### config.mk
export PLATFORM = sky130hd
export DESIGN_NAME = mem_arbiter_flat
export DESIGN_NICKNAME = d
export VERILOG_FILES = /design/src/rtl/mem_arbiter_if.sv /design/src/rtl/mem_arbiter.sv /design/src/flat_wrapper.sv
export SDC_FILE = /design/constraint.sdc
export NUM_CORES = 1
export LEC_CHECK = 0
export CORE_AREA = 2 2 103 105
export DETAILED_ROUTE_END_ITERATION = 8
export DIE_AREA = 0 0 105 107
export PLACE_DENSITY_LB_ADDON = 0.15
export SETUP_SLACK_MARGIN = 0.05
export SYNTH_ARGS = -nofsm -noshare
export SYNTH_HDL_FRONTEND = slang
export SYNTH_SLANG_ARGS = --single-unit
### constraint.sdc
create_clock -name CLK -period 3.2 [get_ports CLK]
set_clock_uncertainty 0.1 [all_clocks]
set_input_delay 0.48 -clock CLK [delete_from_list [all_inputs] [get_ports CLK]]
set_output_delay 0.48 -clock CLK [all_outputs]
set_load 0.005 [all_outputs]
### src/rtl/mem_arbiter_if.sv
// Signal bundle between the icache, the dcache, the arbiter and the shared RAM.
// The arbiter takes the slave modport; the caches and RAM together form the master side.
interface mem_arbiter_if;
    logic        iREN;
    logic [31:0] iaddr;
    logic        iwait;
    logic [31:0] iload;
    logic        dREN;
    logic        dWEN;
    logic [31:0] daddr;
    logic [31:0] dstore;
    logic        dwait;
    logic [31:0] dload;
    logic        ramREN;
    logic        ramWEN;
    logic [31:0] ramaddr;
    logic [31:0] ramstore;
    logic [31:0] ramload;
    logic [1:0]  ramstate;

    modport slave (
        input  iREN, iaddr, dREN, dWEN, daddr, dstore, ramload, ramstate,
        output iwait, iload, dwait, dload, ramREN, ramWEN, ramaddr, ramstore
    );

    modport master (
        output iREN, iaddr, dREN, dWEN, daddr, dstore, ramload, ramstate,
        input  iwait, iload, dwait, dload, ramREN, ramWEN, ramaddr, ramstore
    );
endinterface

### src/rtl/mem_arbiter.sv
// Two-requester RAM arbiter: dcache normally wins, but the icache is guaranteed a grant
// after STARVE_LIMIT consecutive dcache grants taken while it was waiting.
module mem_arbiter #(
    parameter int unsigned STARVE_LIMIT = 4
) (
    input  logic              CLK,
    input  logic              nRST,
    mem_arbiter_if.slave      bus,
    output logic [1:0]        grant_state_out
);

    typedef enum logic [1:0] {
        IDLE    = 2'd0,
        IGRANT  = 2'd1,
        DGRANT  = 2'd2,
        ILLEGAL = 2'd3
    } grant_state_t;

    localparam logic [1:0] RAM_ACCESS = 2'd2;
    localparam logic [2:0] LIMIT      = 3'(STARVE_LIMIT);

    grant_state_t state;
    grant_state_t next_state;
    logic [2:0]   starve_cnt;
    logic [2:0]   next_starve_cnt;
    logic         d_req;
    logic         ram_done;

    assign d_req    = bus.dREN | bus.dWEN;
    assign ram_done = (bus.ramstate == RAM_ACCESS);

    always_ff @(posedge CLK or negedge nRST) begin
        if (!nRST) begin
            state      <= IDLE;
            starve_cnt <= '0;
        end else begin
            state      <= next_state;
            starve_cnt <= next_starve_cnt;
        end
    end

    // Every grant returns through IDLE, so all arbitration decisions happen here only.
    always_comb begin
        next_state      = state;
        next_starve_cnt = starve_cnt;
        case (state)
            IDLE: begin
                if (d_req && !(bus.iREN && starve_cnt == LIMIT)) begin
                    next_state = DGRANT;
                    if (!bus.iREN)
                        next_starve_cnt = '0;
                    else if (starve_cnt < LIMIT)
                        next_starve_cnt = starve_cnt + 3'd1;
                end else if (bus.iREN) begin
                    next_state      = IGRANT;
                    next_starve_cnt = '0;
                end
            end
            IGRANT: begin
                if (!bus.iREN || ram_done)
                    next_state = IDLE;
            end
            DGRANT: begin
                if (!d_req || ram_done)
                    next_state = IDLE;
            end
            default: next_state = IDLE;
        endcase
    end

    // RAM controls follow the grant combinationally, so reset drops them immediately.
    always_comb begin
        bus.ramREN   = 1'b0;
        bus.ramWEN   = 1'b0;
        bus.ramaddr  = '0;
        bus.ramstore = '0;
        bus.iwait    = 1'b1;
        bus.dwait    = 1'b1;
        case (state)
            IGRANT: begin
                bus.ramREN  = 1'b1;
                bus.ramaddr = bus.iaddr;
                bus.iwait   = ~ram_done;
            end
            DGRANT: begin
                bus.ramWEN   = bus.dWEN;
                bus.ramREN   = bus.dREN & ~bus.dWEN;
                bus.ramaddr  = bus.daddr;
                bus.ramstore = bus.dstore;
                bus.dwait    = ~ram_done;
            end
            default: ;
        endcase
    end

    assign bus.iload       = bus.ramload;
    assign bus.dload       = bus.ramload;
    assign grant_state_out = state;

endmodule

### src/flat_wrapper.sv
// flat-port wrapper written by rule: the top's interface ports become plain ports
module mem_arbiter_flat 
#(
    parameter int unsigned STARVE_LIMIT = 4
)
  (CLK, nRST, grant_state_out, bus_iREN, bus_iaddr, bus_dREN, bus_dWEN, bus_daddr, bus_dstore, bus_ramload, bus_ramstate, bus_iwait, bus_iload, bus_dwait, bus_dload, bus_ramREN, bus_ramWEN, bus_ramaddr, bus_ramstore);
  mem_arbiter_if bus_i ();
  input  logic CLK;
  input  logic nRST;
  output logic [1:0] grant_state_out;
  input wire logic [$bits(bus_i.iREN)-1:0] bus_iREN;
  input wire logic [$bits(bus_i.iaddr)-1:0] bus_iaddr;
  input wire logic [$bits(bus_i.dREN)-1:0] bus_dREN;
  input wire logic [$bits(bus_i.dWEN)-1:0] bus_dWEN;
  input wire logic [$bits(bus_i.daddr)-1:0] bus_daddr;
  input wire logic [$bits(bus_i.dstore)-1:0] bus_dstore;
  input wire logic [$bits(bus_i.ramload)-1:0] bus_ramload;
  input wire logic [$bits(bus_i.ramstate)-1:0] bus_ramstate;
  output wire logic [$bits(bus_i.iwait)-1:0] bus_iwait;
  output wire logic [$bits(bus_i.iload)-1:0] bus_iload;
  output wire logic [$bits(bus_i.dwait)-1:0] bus_dwait;
  output wire logic [$bits(bus_i.dload)-1:0] bus_dload;
  output wire logic [$bits(bus_i.ramREN)-1:0] bus_ramREN;
  output wire logic [$bits(bus_i.ramWEN)-1:0] bus_ramWEN;
  output wire logic [$bits(bus_i.ramaddr)-1:0] bus_ramaddr;
  output wire logic [$bits(bus_i.ramstore)-1:0] bus_ramstore;
  assign bus_i.iREN = bus_iREN;
  assign bus_i.iaddr = bus_iaddr;
  assign bus_i.dREN = bus_dREN;
  assign bus_i.dWEN = bus_dWEN;
  assign bus_i.daddr = bus_daddr;
  assign bus_i.dstore = bus_dstore;
  assign bus_i.ramload = bus_ramload;
  assign bus_i.ramstate = bus_ramstate;
  assign bus_iwait = bus_i.iwait;
  assign bus_iload = bus_i.iload;
  assign bus_dwait = bus_i.dwait;
  assign bus_dload = bus_i.dload;
  assign bus_ramREN = bus_i.ramREN;
  assign bus_ramWEN = bus_i.ramWEN;
  assign bus_ramaddr = bus_i.ramaddr;
  assign bus_ramstore = bus_i.ramstore;
  mem_arbiter #(.STARVE_LIMIT(STARVE_LIMIT)) u_core (.CLK(CLK), .nRST(nRST), .bus(bus_i), .grant_state_out(grant_state_out));
endmodule
# == Word-level counts from Yosys, hierarchy flattened ==
# Index checks and enable logic that the tools add are counted.
# W data, S select, Z words.
# word_totals
wordCells,42
regBits,5
output_inout_bits,134
input_bits,135
# op_classes
bitwise,4
addsub,1
n_reduce_logical,11
n_eq_ne,8
mux,15
n_lt_le_gt_ge,1
# op_table
operator,count
$pmux W32 S2,1
$mux W32,1
$mux W3,4
$mux W2,4
$pmux W2 S3,1
$reduce_and A3 Y1,2
$eq A2 B2 Y1 const B,2
$ne A2 B1 Y1 const B,2
$add A3 B1 Y3 const B,1
$eq A3 B3 Y1 const B,1
$logic_not A1 Y1,3
$lt A3 B3 Y1 const B,1
$mux W1,3
$ne A3 B2 Y1 const B,1
$ne A3 B3 Y1 const B,1
$eq A2 B1 Y1 const B,1
$logic_and A1 B1 Y1,2
$logic_not A2 Y1,1
$logic_or A1 B1 Y1,2
$not A1 Y1,2
$pmux W1 S2,1
$reduce_bool A2 Y1,1
$and A1 B1 Y1,1
$or A1 B1 Y1,1

# == Depth between registers and ports, before layout ==
# depth
word_depth,6
mapped_depth,7
depth_no_buf,6

# == Worst setup path before layout ==
# No wires, ideal clock.
# synth_path
kind,reg2out
startpoint,"register u_core.state[0], in the netlist u_core.grant_state_out[0]"
endpoint,output bus_ramREN
stages_incl_launch_ff,6
n_path_buf,1
t_required_ns,2.620
t_arrival_ns,1.180
slack_ns,1.440
cell_sequence,dfrtp_1 -> inv_1 -> ha_1 -> buf_2 -> and3b_1 -> o21a_1
# synth_between
elab_chain_cells,2
word_cells_on_any_way,3
cone_classes,eq/ne (2); mux (1)
# synth_lines
element,line,rtl
"start, declared",mem_arbiter.sv:22,grant_state_t state;
"start signal, assigned",mem_arbiter.sv:37,state <= next_state;
$eq A2 B2 Y1 or $eq A2 B1 Y1 (tied branches),mem_arbiter.sv:79,case (state)
$pmux W1 S2 (*),mem_arbiter.sv:79,
"end, declared",flat_wrapper.sv:23,output wire logic [$bits(bus_i.ramREN)-1:0] bus_ramREN;
# Every way passes the cells marked *; elsewhere a longest branch is shown, timed or not.

# == Worst setup path in the final report ==
# layout_path
startpoint,"register u_core.state[0], in the netlist u_core.grant_state_out[0]"
endpoint,output bus_ramaddr[6]
# layout_between
elab_chain_cells,2
word_cells_on_any_way,3
cone_classes,eq/ne (2); mux (1)
# layout_lines
element,line,rtl
$eq A2 B2 Y1 or $eq A2 B1 Y1 (tied branches),mem_arbiter.sv:79,
$pmux W32 S2 (*),mem_arbiter.sv:79,
"end, declared",flat_wrapper.sv:25,output wire logic [$bits(bus_i.ramaddr)-1:0] bus_ramaddr;
# Marks and branches as above.

==> results.md <==
- First-pass GRT wire length: 10,200 microns
- Clk buf depth: 2
- Layout cells sized above 1: 0.0307
- Largest family of logic cells by synthesized area: buffers and inverters
- Port bufs: 172
- Max Cap Viol: 0
- Final WL: slightly below 7000 microns
- Slowest CP cell: clkdlybuf4s50_1
- Yosys reg bits: 5
- Core region area: 10,100 sq um
- Cell area after layout: 3020 sq um
- Reg2reg start: u_core.grant_state_out[0]$_DFFE_PN0P_
- Reg2Reg Setup Slack: about 1.4 ns
- Worst-path cell chain: inv_1 -> ha_2 -> buf_4 -> a22oi_1 -> nor2b_1 -> clkdlybuf4s50_1
- Total Power: 1.54 mW
- Synth-to-Final Area Change: 90.7%
- GRT Util Overall: 0.113
- Syn Area/Cell: just over 7 sq um
- Root buffer cell: clkbuf_8
- Pre-antenna DRT Iters: 4
- Setup Fix Bufs, Post-CTS: 0
- Delay-heaviest family, CP: buffers and inverters
- CP arrival: between 2 and 2.5 ns
- Syn. warnings: 0
- Crit path depth: 6
- Setup TNS: 0 ns
- Reg-to-Reg End: u_core.grant_state_out[1]$_DFFE_PN0P_
- CP Capture Type: primary output
- Hold buffers post-CTS: 0
- Final HPWL DP: roughly 5700 microns
- Final Critical Period: 2.69 ns
- Max Fclk: approximately 370 MHz
- Leak: 1.07 nW
- DR top layer: met4
- Row cnt: 37
- GP Congestion: between 0.7 and 0.8
- CP Class: reg -> out
- Setup crit start kind: register
- Post-route ant nets: 0
- Crit Path Max Fanout: 46
- XOR/XNOR share of the synthesized area: 0
- Initial core utilization: 0.157
- WP data required: 2.62 ns
- R2R depth: 6
- Cell count after synthesis: 222
- Post-Place Cells: 458
- Post-Layout Cell Count: about 460
- WL met2: between 3000 and 4000 microns
- Setup violators final: 0
- Hold Slack: 0.392 ns
- Die ar.: around 11,000 sq um
- Final hold vios: 0
- CTS tree: done
- Initial antenna violation count: 0
- CP startpoint: u_core.grant_state_out[0]$_DFFE_PN0P_
- Fillers: 1,118
- H-Tree Depth: 1
- Synth Area in Compound Gates: 0.225
- Vias in the first global route: 1,730
- # diodes: 0
- Worst-Skew Late Latency: 0.22 ns
- Area of the multi-input gates: roughly 890 sq um
- Yosys cell types: 22
- GRT overflow: 0
- Ports: 269
- Fin crit share: 0.841
- CTS Buf Count: 3
- RSZ-0062 raised after global routing: no
- Tightest Hold Check Type: in -> async
- DR WL/cell: approximately 15 microns
- Routed wl met3: approximately 650 microns
- Net count after synthesis: approximately 360
- Fin nets: approximately 470
- Post_cts resized: 0
- Mux contribution to synthesized area: 0
- Crit path buffers/inverters: 3
- Sequential cell area: 125 sq um
- Synth Area in Simple Gates: 0.294
- Wl on met1: roughly 2600 microns
- Synth Area in Adders: 0.0396
- 1st-iter DRT viols: 76
- Max Transition Viols Final: 0
- Vias per std cell: 3.81
- Measured slew at the worst slew-check pin: 0.412 ns
- Status: completed
- Slowest stage delay, CP: 0.53 ns
- Cell Area, Placed: 2970 sq um
- Mapped cell area: 1580 sq um
- PwrDens: 511 nW/um^2
- Part of the Yosys area used for sequential elements: 0.0791
- Worst vdd ir: ~260 uV
- Worst slew margin: 0.723
- Remaining DRCs: 0
- Sinks on Clock Net: 5
- Clk slew on worst S/H paths: roughly 0.03 ns
- Pin count of the biggest net entering global routing: 47
- Die height: between 100 and 150 microns
- Width of the die: 105 microns
- Via Count: between 1.5k and 2k
metrics by stage:
stage / util / setup slack, ns
2_1_floorplan: - / 1.44
3_3_place_gp: 0.294 / 0.716
3_5_place_dp: 0.294 / 0.713
4_1_cts: 0.299 / 0.470
5_1_grt: 0.299 / 0.332
6_report: 0.299 / 0.508
worst register-to-register path, delay by kind of cell (launching register included):
family	cells	cell delay, ns
adders and majority gates	1	0.18
DFF	1	0.40
buffers and inverters	2	0.37
AOI/OAI and AO/OA	3	0.58
sequential cells by signal (all words and copies together), names as in the netlist:
| register | flops |
|---|---|
| u_core.grant_state_out | 2 |
| u_core.starve_cnt | 3 |
cells in the mapped netlist:
library cell | count | share of area
buf_4 | 65 | 0.31
nor2b_1 | 34 | 0.13
a22oi_1 | 33 | 0.16
and2_1 | 33 | 0.13
buf_2 | 10 | 0.032
nand2_1 | 7 | 0.017
o21ai_0 | 7 | 0.022
inv_1 | 6 | 0.014
dfrtp_1 | 5 | 0.079
ha_1 | 5 | 0.040
clkbuf_1 | 3 | 0.0071
nor2_1 | 3 | 0.0071
a31oi_1 | 2 | 0.0079
a21o_1 | 1 | 0.0047
a21oi_1 | 1 | 0.0032
a32o_1 | 1 | 0.0063
a32oi_1 | 1 | 0.0055
and3b_1 | 1 | 0.0055
o21a_1 | 1 | 0.0047
o21ai_1 | 1 | 0.0032
o311a_1 | 1 | 0.0063
o31ai_1 | 1 | 0.0047
cell type report:
cell class,count,area share
Inverter,6,0.00747
Sequential cell,5,0.0415
Tap cell,136,0.0564
Multi-Input combinational cell,133,0.294
Timing Repair Buffer,178,0.586
Clock buffer,4,0.0149
routing by layer:
metal  vias up  global-route usage
met5         -                   0
met4         0              0.0162
met1       757               0.126
met3         8              0.0401
met2       110               0.212
li1        885                   -
cells in the final DEF, fill, tap and decap left out, types with 2 or more instances in the layout:
master / instances
o21ai_0: 7
ha_1: 4
nor2b_1: 34
dfrtp_1: 5
a31oi_1: 2
clkbuf_8: 3
clkdlybuf4s50_1: 172
nand2_1: 7
inv_1: 6
and2_1: 33
nor2_1: 3
a22oi_1: 33
buf_4: 6
worst max path at each step:
stage / to
after floorplan: bus_ramREN
after global placement: bus_ramaddr[20]
after detailed placement: bus_ramaddr[6]
after CTS: bus_ramaddr[6]
after global routing: bus_ramaddr[6]
final: bus_ramaddr[6]
cells by family after synthesis:
group	Yosys count
buf+inv	84
fa+ha+maj	5
flops	5
simple gates	78
compound gates	50
power by group:
group	internal, mW	leakage, nW	switching (mW)
clock	0.0854	0.0228	0.0301
combinational	0.808	0.978	0.516
sequential	0.0818	0.0660	0.0211
(Power assumes the default switching activity.)
